===== src/rtl/rom_stream_reader.sv =====
// rom_stream_reader: turns a (base, count) command into enable-gated reads of a
// 1-cycle-latency synchronous ROM and streams the returned words out through a
// 2-entry buffer on a valid/ready interface, flagging the final word with out_last.
module rom_stream_reader #(
  parameter int DW = 16,
  parameter int AW = 10
) (
  input  logic          clk,
  input  logic          rst,
  input  logic          start,
  input  logic [AW-1:0] base,
  input  logic [AW:0]   count,
  output logic          busy,
  output logic          done,
  output logic          rom_en,
  output logic [AW-1:0] rom_addr,
  input  logic [DW-1:0] rom_dout,
  output logic          out_valid,
  input  logic          out_ready,
  output logic [DW-1:0] out_data,
  output logic          out_last
);

  typedef enum logic [1:0] {
    IDLE,
    RUN,
    DONE
  } state_t;

  localparam logic [AW-1:0] ADDR_ONE = AW'(1);
  localparam logic [AW:0]   CNT_ONE  = (AW + 1)'(1);

  state_t        state;
  state_t        state_next;

  logic [AW-1:0] addr;
  logic [AW:0]   issue_left;
  logic [AW:0]   pop_left;
  logic          inflight;

  logic [DW-1:0] buf_mem [2];
  logic          rd_ptr;
  logic          wr_ptr;
  logic [1:0]    occ;

  logic          pop;
  logic          issue;
  logic          accept;
  logic [2:0]    credit_sum;

  // Issue credit, stream outputs and status; a read is issued only when the
  // buffer is guaranteed a free slot once every in-flight word has landed.
  always_comb begin
    out_valid  = (occ != 2'd0);
    out_data   = buf_mem[rd_ptr];
    out_last   = out_valid && (pop_left == CNT_ONE);
    pop        = out_valid && out_ready;
    credit_sum = {1'b0, occ} + {2'b00, inflight} - {2'b00, pop};
    issue      = (state == RUN) && (issue_left != '0) && (credit_sum < 3'd2);
    accept     = (state == IDLE) && start;
    rom_en     = issue;
    rom_addr   = addr;
    busy       = (state != IDLE);
    done       = (state == DONE);
  end

  // Next-state logic: a zero-length command goes straight to DONE, otherwise
  // the command ends on the handshake of the word flagged as last.
  always_comb begin
    state_next = state;
    case (state)
      IDLE: begin
        if (start) begin
          state_next = (count == '0) ? DONE : RUN;
        end
      end
      RUN: begin
        if (pop && out_last) begin
          state_next = DONE;
        end
      end
      DONE: begin
        state_next = IDLE;
      end
      default: begin
        state_next = IDLE;
      end
    endcase
  end

  // State register.
  always_ff @(posedge clk) begin
    if (rst) begin
      state <= IDLE;
    end else begin
      state <= state_next;
    end
  end

  // Address and word counters: loaded on accept of a non-empty command, then
  // advanced on each issued read (address wraps naturally) and each popped word.
  always_ff @(posedge clk) begin
    if (rst) begin
      addr       <= '0;
      issue_left <= '0;
      pop_left   <= '0;
      inflight   <= 1'b0;
    end else begin
      inflight <= issue;
      if (accept && (count != '0)) begin
        addr       <= base;
        issue_left <= count;
        pop_left   <= count;
      end else begin
        if (issue) begin
          addr       <= addr + ADDR_ONE;
          issue_left <= issue_left - CNT_ONE;
        end
        if (pop) begin
          pop_left <= pop_left - CNT_ONE;
        end
      end
    end
  end

  // Two-entry FIFO: the word returned by last cycle's read is written at the
  // tail, the head advances on a handshake; capture plus pop leaves occupancy unchanged.
  always_ff @(posedge clk) begin
    if (rst) begin
      buf_mem[0] <= '0;
      buf_mem[1] <= '0;
      rd_ptr     <= 1'b0;
      wr_ptr     <= 1'b0;
      occ        <= 2'd0;
    end else begin
      if (inflight) begin
        buf_mem[wr_ptr] <= rom_dout;
        wr_ptr          <= ~wr_ptr;
      end
      if (pop) begin
        rd_ptr <= ~rd_ptr;
      end
      case ({inflight, pop})
        2'b10:   occ <= occ + 2'd1;
        2'b01:   occ <= occ - 2'd1;
        default: occ <= occ;
      endcase
    end
  end

endmodule


===== config.mk =====
export PLATFORM = sky130hd
export DESIGN_NAME = rom_stream_reader
export DESIGN_NICKNAME = d
export VERILOG_FILES = /design/src/rtl/rom_stream_reader.sv
export SDC_FILE = /design/constraint.sdc
export NUM_CORES = 1
export LEC_CHECK = 0
export BUFFER_PORTS_ARGS = -buffer_cell sky130_fd_sc_hd__buf_2
export CAP_MARGIN = 5
export CORE_MARGIN = 4
export CORE_UTILIZATION = 53
export DETAILED_ROUTE_END_ITERATION = 10
export GPL_TIMING_DRIVEN = 0
export PLACE_DENSITY = 0.77
export SETUP_SLACK_MARGIN = 0.05
export SYNTH_ARGS = -nofsm -noshare
export SYNTH_HDL_FRONTEND = slang
export SYNTH_SLANG_ARGS = --single-unit

===== constraint.sdc =====
create_clock -name clk -period 2.9 [get_ports clk]
set_input_delay 0.58 -clock clk [delete_from_list [all_inputs] [get_ports clk]]
set_output_delay 0.58 -clock clk [all_outputs]
set_load 0.02 [all_outputs]

==> results of run 1 <==
==> layer usage <==
metal | GRT usage, % | up-vias | wire length [µm]
met4 | 7.526 | 0 | 166
met1 | 27.25 | 1460 | 3805
li1 | - | 1499 | -
met3 | 6.500 | 18 | 533
met5 | 0 | - | 0
met2 | 35.58 | 107 | 4160
==> registers in the layout, summed over array words and instances, names as in the netlist, named ones only <==
name and flops:
buf_mem 32, inflight 1, issue_left 11, occ 2, pop_left 11, rd_ptr 1
rom_addr 10, state 2, wr_ptr 1
==> report_power, final <==
part,total (mW),switching (mW),internal [mW]
Combinational,0.477,0.283,0.195
Sequential,1.19,0.0553,1.13
Clock,0.700,0.387,0.313
==> worst max-delay path, cell delays in order, from the launching register on <==
cell and delay [ps]:
dfxtp_2 330, inv_2 50, and3_4 170, a21o_1 100, nand2_1 70, fa_2 580, nand3b_1 120, nor2b_1 150
buf_4 180, nand2_8 60, clkinv_4 60, buf_6 100
==> metrics by stage <==
step                instances  hold WS (ps)  power (mW)  TNS [ps]
finish                    536         463.3       2.365         0
global route              536         458.6       2.481    -103.9
CTS                       532         447.1       2.374         0
detailed placement        509         490.6       1.648     -1898
global placement          509         475.0       1.638     -1611
floorplan                 362         469.0       1.504         0
==> synthesized netlist by cell type (3+ instances only) <==
cell type | count | area, µm²
and4_1 | 4 | 35.03
o22ai_1 | 4 | 25.02
o211ai_1 | 3 | 22.52
or3_1 | 4 | 25.02
or2_2 | 4 | 25.02
nand4_1 | 5 | 31.28
xnor2_1 | 10 | 87.58
and3_1 | 5 | 31.28
nor3b_1 | 3 | 22.52
inv_1 | 11 | 41.29
nand3b_1 | 3 | 22.52
a211oi_1 | 5 | 37.54
xor2_1 | 5 | 43.79
o21ai_0 | 4 | 20.02
o21bai_1 | 3 | 22.52
nor2b_1 | 3 | 18.77
mux2_2 | 17 | 191.4
nor3_1 | 12 | 60.06
and2_1 | 32 | 200.2
o21ai_1 | 5 | 25.02
a31oi_1 | 8 | 50.05
edfxtp_1 | 32 | 960.9
buf_2 | 3 | 15.01
clkbuf_1 | 12 | 45.04
nor4_1 | 8 | 50.05
nand2_1 | 24 | 90.09
ha_1 | 5 | 62.56
a21oi_1 | 21 | 105.1
nor2_1 | 21 | 78.83
nand3_1 | 11 | 55.05
dfxtp_1 | 40 | 800.8
nand2b_1 | 7 | 43.79
==> cells by family after synthesis <==
family / count (synthesis)
mux: 18
simple gates: 152
flops: 72
buf+inv: 30
xor+xnor: 15
compound gates: 69
fa+ha+maj: 6
==> timing repair <==
item                       CTS  global route
gates resized for setup     15             2
setup buffers                9             4
pin swaps                    1             1
cloned                       0             0
setup endpoints to repair   10             3
hold buffers                 0             0
==> layout by cell type, fill, tap and decap left out, types with 3 or more instances in the layout <==
master / count
o21ai_1: 5
buf_4: 16
nand3b_1: 3
o21ai_0: 4
xnor2_1: 9
xor2_1: 5
nor4_1: 8
nand3_1: 11
a21oi_1: 21
a31oi_1: 8
mux2_2: 17
nand2b_1: 7
edfxtp_1: 32
nor2_1: 21
o22ai_1: 4
nand4_1: 5
clkbuf_8: 9
ha_1: 5
and4_1: 4
o211ai_1: 3
or2_2: 4
and2_1: 32
nor2b_1: 3
nor3b_1: 3
nand2_1: 23
a211oi_1: 5
dfxtp_1: 38
buf_2: 70
and3_1: 4
clkinvlp_4: 3
nor3_1: 12
inv_1: 10
o21bai_1: 3
or3_1: 4
clkbuf_1: 12
==> final cells by class <==
type | count | area share, %
flip-flops and latches | 72 | 40.41
multi-input cells | 260 | 40.24
repair buffers | 83 | 10.39
clock buffers | 10 | 2.919
well taps | 77 | 2.204
plain buffers | 16 | 1.660
inverters | 12 | 1.145
clock inverters | 6 | 1.030
==> worst max path at each step <==
| stage | endpoint | slack [ps] |
|---|---|---|
| 4_1_cts | rom_en | 20 |
| 2_1_floorplan | rom_en | 90 |
| 3_5_place_dp | rom_en | -550 |
| 6_report | rom_en | 4 |
| 5_1_grt | rom_en | -100 |
| 3_3_place_gp | rom_en | -550 |
==> impl_metrics.env, run 1 <==
export IMPL_r2r_start="occ[0]"
export IMPL_finalHoldViolations=0
export IMPL_r2r_end="issue_left[8]"
export IMPL_setup_violations=0
export IMPL_synth_area_per_cell_um2=9.965
export IMPL_overflow=0
export IMPL_crit_type="flop to primary output"
export IMPL_hold_start="base[0]"
export IMPL_synth_seq_cells=72
export IMPL_drt_first_pass_iters=4
export IMPL_synthesis_area_um2=3607
export IMPL_grt_max_degree=17
export IMPL_track_usage_pct=21.74
export IMPL_grt_pass1_wl_mm=14.34
export IMPL_clock_path_buffers=2
export IMPL_htreeDepth=3
export IMPL_grt_pass1_vias=2962
export IMPL_yosysWarnings=0
export IMPL_drc=0
export IMPL_synth_cell_type_count=55
export IMPL_rsz0062_at_grt="yes"
export IMPL_clock_sinks=72
export IMPL_die_h_um=90.50
export IMPL_vias_per_cell=5.754
export IMPL_maxCapViolations=0
export IMPL_synthArstFlopShare_pct=0
export IMPL_clock_skew_ps=7.424
export IMPL_synth_simple_gate_area_share_pct=23.48
export IMPL_cts_tree="done"
export IMPL_drt_iter0_drc=113
export IMPL_syn2layout_area_growth_pct=21.19
export IMPL_synthAdderAreaFrac_pct=2.289
export IMPL_final_layout_size_suffix_gt1_share_pct=29.85
export IMPL_grt_antenna_before_repair=0
export IMPL_core_um2=6495
export IMPL_design_area_um2=4372
export IMPL_cts_root_buf="clkbuf_8"
export IMPL_synth_xor_area_share_pct=3.642
export IMPL_dpl_hpwl_mm=6.154
export IMPL_final_core_utilization_pct=67.31
export IMPL_synth_top_family_by_area="simple AND/OR/NAND/NOR gates"
export IMPL_cts_clk_slew_worst_paths_ps=70
export IMPL_antenna_left=0
export IMPL_path_max_fanout=2
export IMPL_detailed_place_area_um2=4054
export IMPL_maxSlewViolCount=0
export IMPL_worstHoldPathCells=3
export IMPL_wl_mm=8.666
export IMPL_setup_ws_ps=3.738
export IMPL_synthMuxAreaShare_pct=5.584
export IMPL_via_count=3084
export IMPL_die_area_um2=8190
export IMPL_pin_count=72
export IMPL_die_w_um=90.50
export IMPL_crit_arrival_ps=2320
export IMPL_synth_edf_count=32
export IMPL_rrSetupSlack_ps=230
export IMPL_ys_seq_area_share_pct=48.84
export IMPL_cellPowerDensity_nw_per_um2=540.9
export IMPL_finalCritPeriodShare_pct=99.87
export IMPL_period_needed_ps=2896
export IMPL_gp_congestion=0.8964
export IMPL_tightest_slew_ps=768.9
export IMPL_numCtsBuffers=9
export IMPL_synth_compound_area_share_pct=12.73
export IMPL_crit_start="occ[0]"
export IMPL_antenna_cells=0
export IMPL_setup_worst_path_end_class="primary output"
export IMPL_hold_end="rom_addr[0]"
export IMPL_synth_flop_cell="dfxtp_1"
export IMPL_io_buffers=70
export IMPL_syn_nets=409
export IMPL_clock_latency_ps=350
export IMPL_regArea_um2=1767
export IMPL_vdd_drop_max_v=0.0003715
export IMPL_slew_headroom_pct=48.63
export IMPL_start_kind="flop"
export IMPL_layout_nets=501
export IMPL_max_freq_ghz=0.3453
export IMPL_rows=29
export IMPL_netlist_instances=362
export IMPL_worst_r2r_path_depth=11
export IMPL_run_status="completed"
export IMPL_multiInputGateArea_um2=1759
export IMPL_cp_required_ps=2320
export IMPL_wl_per_cell_um=16.17
export IMPL_initial_core_util_pct=55.54
export IMPL_min_path_type="input pin to flop"
export IMPL_p_leak_nw=1.750
export IMPL_n_fill_cell=544
export IMPL_pre_cts_ws_ps=-546.0
(Power assumes the default switching activity.)
==> inputs of run 2 (changes only) <==
- CORE_UTILIZATION: 53 -> 50
- PLACE_DENSITY: 0.77 -> 0.81
- clock period: 2.9 -> 2.64 ns (I/O delays scaled with it)
==> impl_metrics.env, run 2 (synthesized netlist as in run 1, its figures left out) <==
export IMPL_period_needed_ps=2830
export IMPL_grt_use_met3_pct=3.899
export IMPL_maxSlewViolCount=0
export IMPL_vias_per_cell=5.600
export IMPL_wl_per_cell_um=15.87
export IMPL_n_fill_cell=573
export IMPL_vdd_drop_max_v=0.0003839
export IMPL_run_status="finished, violations left"
export IMPL_drc=0
export IMPL_largest_register="buf_mem"
export IMPL_path_max_fanout=2
export IMPL_final_cell_mix="70 x buf_2, 38 x dfxtp_1, 32 x and2_1, 32 x edfxtp_1, 23 x nand2_1"
export IMPL_setup_ws_ps=-189.9
export IMPL_gp_congestion=0.9318
export IMPL_die_h_um=92.94
export IMPL_finalCritPeriodShare_pct=107.2
export IMPL_r2r_end="rom_addr[9]"
export IMPL_track_usage_pct=20.71
export IMPL_multiInputGateArea_um2=1790
export IMPL_rows=30
export IMPL_largest_reg_flops=32
export IMPL_regArea_um2=1769
export IMPL_crit_family="adder cells"
export IMPL_crit_start="occ[0]"
export IMPL_crit_top_cell="buf_6"
export IMPL_crit_arrival_ps=2300
export IMPL_finalHoldViolations=0
export IMPL_syn2layout_area_growth_pct=25.81
export IMPL_drt_iter0_drc=181
export IMPL_p_leak_nw=1.845
export IMPL_dpl_hpwl_mm=6.231
export IMPL_grt_pass1_wl_mm=14.34
export IMPL_worst_r2r_path_depth=18
export IMPL_cp_num_buf_inv=5
export IMPL_final_core_utilization_pct=65.71
export IMPL_pin_count=72
export IMPL_die_area_um2=8637
export IMPL_hold_start="base[0]"
export IMPL_use_met2_pct=34.73
export IMPL_clock_sinks=72
export IMPL_cts_root_buf="clkbuf_8"
export IMPL_max_stage_delay_ps=550
export IMPL_dp_cells=528
export IMPL_clock_latency_ps=350
export IMPL_worstHoldPathCells=3
export IMPL_io_buffers=70
export IMPL_via_count=3147
export IMPL_crit_type="flop to primary output"
export IMPL_gr_usage_met1_pct=26.70
export IMPL_grt_pass1_vias=3103
export IMPL_final_common_cell="buf_2"
export IMPL_tightest_slew_ps=737.0
export IMPL_maxCapViolations=0
export IMPL_antenna_left=0
export IMPL_setup_violations=3
export IMPL_wl_mm=8.921
export IMPL_cts_clk_slew_worst_paths_ps=90
export IMPL_final_cells=562
export IMPL_path_cells="inv_2 > and3_4 > a21o_1 > nand2_1 > fa_2 > nand3b_1 > nor2b_2 > buf_4 > nand2_4 > inv_4 > buf_6 > buf_6"
export IMPL_layout_nets=508
export IMPL_core_um2=6907
export IMPL_slowest_stage="fa_2"
export IMPL_grt_antenna_before_repair=0
export IMPL_htreeDepth=3
export IMPL_r2r_start="occ[0]"
export IMPL_numCtsBuffers=9
export IMPL_largestRegisters="buf_mem x32, issue_left x11, pop_left x11"
export IMPL_rsz0062_at_grt="yes"
export IMPL_setup_worst_path_end_class="primary output"
export IMPL_design_area_um2=4538
export IMPL_detailed_place_area_um2=4093
export IMPL_drt_first_pass_iters=5
export IMPL_fin_hold_ws_ps=409.7
export IMPL_slew_headroom_pct=50.76
export IMPL_max_freq_ghz=0.3534
export IMPL_grt_max_degree=17
export IMPL_rrSetupSlack_ps=-160
export IMPL_cts_tree="done"
export IMPL_cellPowerDensity_nw_per_um2=630.6
export IMPL_overflow=0
export IMPL_min_path_type="input pin to flop"
export IMPL_clock_skew_ps=10.13
export IMPL_die_w_um=92.94
export IMPL_failed_checks="negative setup slack"
export IMPL_final_layout_size_suffix_gt1_share_pct=32.40
export IMPL_cp_required_ps=2110
export IMPL_busiest_layer="met2"
export IMPL_initial_core_util_pct=52.23
export IMPL_start_kind="flop"
export IMPL_antenna_cells=0
export IMPL_clock_path_buffers=2
export IMPL_hold_end="rom_addr[0]"
run 2: cell type report:
cell class                 instances  area share, %
inverter                          12          1.048
timing repair buffer              89          11.00
buffer                            17          1.875
sequential                        72          38.99
multi-input combinational        260          39.45
clock inverter                     7          2.261
clock buffer                       9          2.730
tap                               96          2.647
run 2: where the power goes:
part / internal, mW / leakage [nW] / switching (mW)
Clock: 0.542 / 0.110 / 0.458
Combinational: 0.235 / 1.07 / 0.321
Sequential: 1.24 / 0.664 / 0.0627
Total: 2.02 / 1.84 / 0.842
run 2: how the worst max path moves through the flow:
stage / to / slack (ps) / cells after the start
global placement: rom_en / -430 / 12
CTS: rom_en / -180 / 12
finish: rom_en / -190 / 12
global route: rom_en / -320 / 12
floorplan: rom_en / 30 / 10
detailed placement: rom_en / -460 / 12
run 2: what timing repair did:
item | in CTS | in global routing
pin swaps | 2 | 11
hold buffers | 0 | 0
setup buffers | 15 | 7
resized for setup | 10 | 13
setup endpoints to repair | 13 | 26
gates cloned | 0 | 0
run 2: metrics by stage:
stage / setup TNS, ps / power, mW / setup WS [ps]
floorplan: 0 / 1.659 / 27.70
global placement: -1096 / 1.804 / -433.3
detailed placement: -1764 / 1.818 / -461.4
CTS: -497.7 / 2.832 / -179.2
global route: -997.1 / 2.972 / -315.5
finish: -422.5 / 2.862 / -189.9
run 2: routing by layer:
layer,wire [µm],part of all wire (%)
met1,3755,42
met3,567,6.4
met5,0,0
met4,166,1.9
met2,4431,50
run 2: worst reg2reg max path, stage by stage, from the launching register on:
cell     delay [ps]
dfxtp_4         350
inv_2            40
and3_4          170
a21o_1          100
nand2_1          70
fa_2            370
xnor2_2         160
nor2b_2         160
buf_4           140
nand2_4          60
inv_4            40
buf_4           130
buf_4           120
buf_4           120
buf_4           120
buf_4           120
buf_4           140
a31oi_1         150
o221a_1         180
==> inputs of run 3 (changes only) <==
- CORE_UTILIZATION: 50 -> 51
- CTS_BUF_LIST: not set -> sky130_fd_sc_hd__clkbuf_8
- PLACE_DENSITY: 0.81 -> 0.83
==> impl_metrics.env, run 3 (synthesized netlist as in run 1, its figures left out) <==
export IMPL_r2r_end="issue_left[6]"
export IMPL_n_fill_cell=567
export IMPL_vias_per_cell=5.594
export IMPL_htreeDepth=3
export IMPL_cts_root_buf="clkbuf_8"
export IMPL_grt_pass1_vias=3061
export IMPL_cts_clk_slew_worst_paths_ps=80
export IMPL_final_cell_mix="71 x buf_2, 38 x dfxtp_1, 32 x and2_1, 32 x edfxtp_1, 23 x nand2_1"
export IMPL_final_common_cell="buf_2"
export IMPL_setup_tns_ps=-270.3
export IMPL_crit_arrival_ps=2380
export IMPL_gp_congestion=0.9334
export IMPL_detailed_place_area_um2=4093
export IMPL_rsz0062_at_grt="yes"
export IMPL_layout_nets=508
export IMPL_io_buffers=70
export IMPL_rrSetupSlack_ps=30
export IMPL_setup_violations=1
export IMPL_grt_antenna_before_repair=0
export IMPL_largest_reg_flops=32
export IMPL_tightest_slew_ps=809.9
export IMPL_crit_type="flop to primary output"
export IMPL_max_freq_ghz=0.3436
export IMPL_cts_hold_buf=0
export IMPL_setup_worst_path_end_class="primary output"
export IMPL_die_area_um2=8482
export IMPL_finalHoldViolations=0
export IMPL_r2r_start="occ[0]"
export IMPL_hold_end="rom_addr[0]"
export IMPL_clock_path_buffers=2
export IMPL_design_area_um2=4516
export IMPL_core_um2=6832
export IMPL_maxCapViolations=0
export IMPL_syn2layout_area_growth_pct=25.18
export IMPL_slew_headroom_pct=45.89
export IMPL_cts_tree="done"
export IMPL_worst_r2r_path_depth=12
export IMPL_pin_count=72
export IMPL_p_leak_nw=1.820
export IMPL_final_core_utilization_pct=66.10
export IMPL_finalCritPeriodShare_pct=110.2
export IMPL_drc=0
export IMPL_min_path_type="input pin to flop"
export IMPL_die_h_um=92.10
export IMPL_final_layout_size_suffix_gt1_share_pct=33.26
export IMPL_start_kind="flop"
export IMPL_wl_mm=9.073
export IMPL_clock_skew_ps=8.803
export IMPL_period_needed_ps=2910
export IMPL_cellPowerDensity_nw_per_um2=595.8
export IMPL_numCtsBuffers=9
export IMPL_via_count=3144
export IMPL_wl_per_cell_um=16.14
export IMPL_die_w_um=92.10
export IMPL_clock_latency_ps=350
export IMPL_initial_core_util_pct=52.80
export IMPL_path_max_fanout=2
export IMPL_hold_start="base[0]"
export IMPL_drt_first_pass_iters=4
export IMPL_vdd_drop_max_v=0.0003955
export IMPL_rows=30
export IMPL_maxSlewViolCount=0
export IMPL_largest_register="buf_mem"
export IMPL_grt_max_degree=17
export IMPL_failed_checks="negative setup slack"
export IMPL_dpl_hpwl_mm=6.167
export IMPL_run_status="finished, violations left"
export IMPL_track_usage_pct=21.50
export IMPL_grt_pass1_wl_mm=14.56
export IMPL_overflow=0
export IMPL_cp_required_ps=2110
export IMPL_drt_iter0_drc=194
export IMPL_worstHoldPathCells=3
export IMPL_largestRegisters="buf_mem x32, issue_left x11, pop_left x11"
export IMPL_clock_sinks=72
export IMPL_pre_cts_ws_ps=-523.1
export IMPL_antenna_cells=0
export IMPL_antenna_left=0
export IMPL_setup_ws_ps=-270.3
## run 3: cell count changes in the layout (fill, tap and decap cells not counted), sizes merged
cell      before  now
clkinvlp       1    2
clkinv         2    1
bufinv         2    0
inv           14   16
## run 3: worst max-delay path by stage
stage / startpoint / cells after the start / slack [ps] / to
floorplan: out_ready / 10 / 30 / rom_en
global placement: out_ready / 12 / -450 / rom_en
detailed placement: out_ready / 12 / -520 / rom_en
CTS: occ[0] / 12 / -270 / rom_en
global route: occ[0] / 12 / -390 / rom_en
finish: occ[0] / 12 / -270 / rom_en
## run 3: through the flow
step	hold slack, ps	power [mW]	cells
2_1_floorplan	469.0	1.659	362
5_1_grt	428.2	2.817	562
3_5_place_dp	487.2	1.820	528
4_1_cts	409.0	2.670	559
3_3_place_gp	475.3	1.802	528
6_report	422.3	2.691	562
## run 3: timing repair
action                     4_1_cts  5_1_grt
gates cloned                     0        1
gates resized for setup         17       11
setup endpoints to repair       31       21
pin swaps                        7       10
buffers inserted                18        8
## run 3: critical path, stage by stage (launching register included)
cell and delay [ps]:
dfxtp_2 330, inv_2 50, and3_4 170, a21o_1 100, nand2_1 70, fa_2 560
nand3b_1 120, nor2b_2 170, buf_6 120, nand2_4 60, inv_4 70, buf_6 90
buf_6 100
## run 3: report_power, final
part	internal [mW]	leakage, nW	switching (mW)
sequential	1.24	0.663	0.0622
clock	0.358	0.0888	0.460
combinational	0.239	1.07	0.328
total	1.84	1.82	0.850
## run 3: metal layers
layer / routed length [µm] / part of all wire [%] / track usage, %
met5: 0 / 0 / 0
met4: 135 / 1.5 / 7.054
met3: 641 / 7.1 / 6.399
met2: 4465 / 49 / 35.64
met1: 3831 / 42 / 26.85
## run 3: layout make-up
class	instances	area (µm²)	area share [%]
clock inverter	7	61.31	1.358
inverter	12	47.55	1.053
buffer	17	92.59	2.050
timing repair buffer	89	500.5	11.08
clock buffer	9	123.9	2.743
multi-input combinational	260	1803	39.93
sequential	72	1767	39.12
tap	96	120.1	2.660
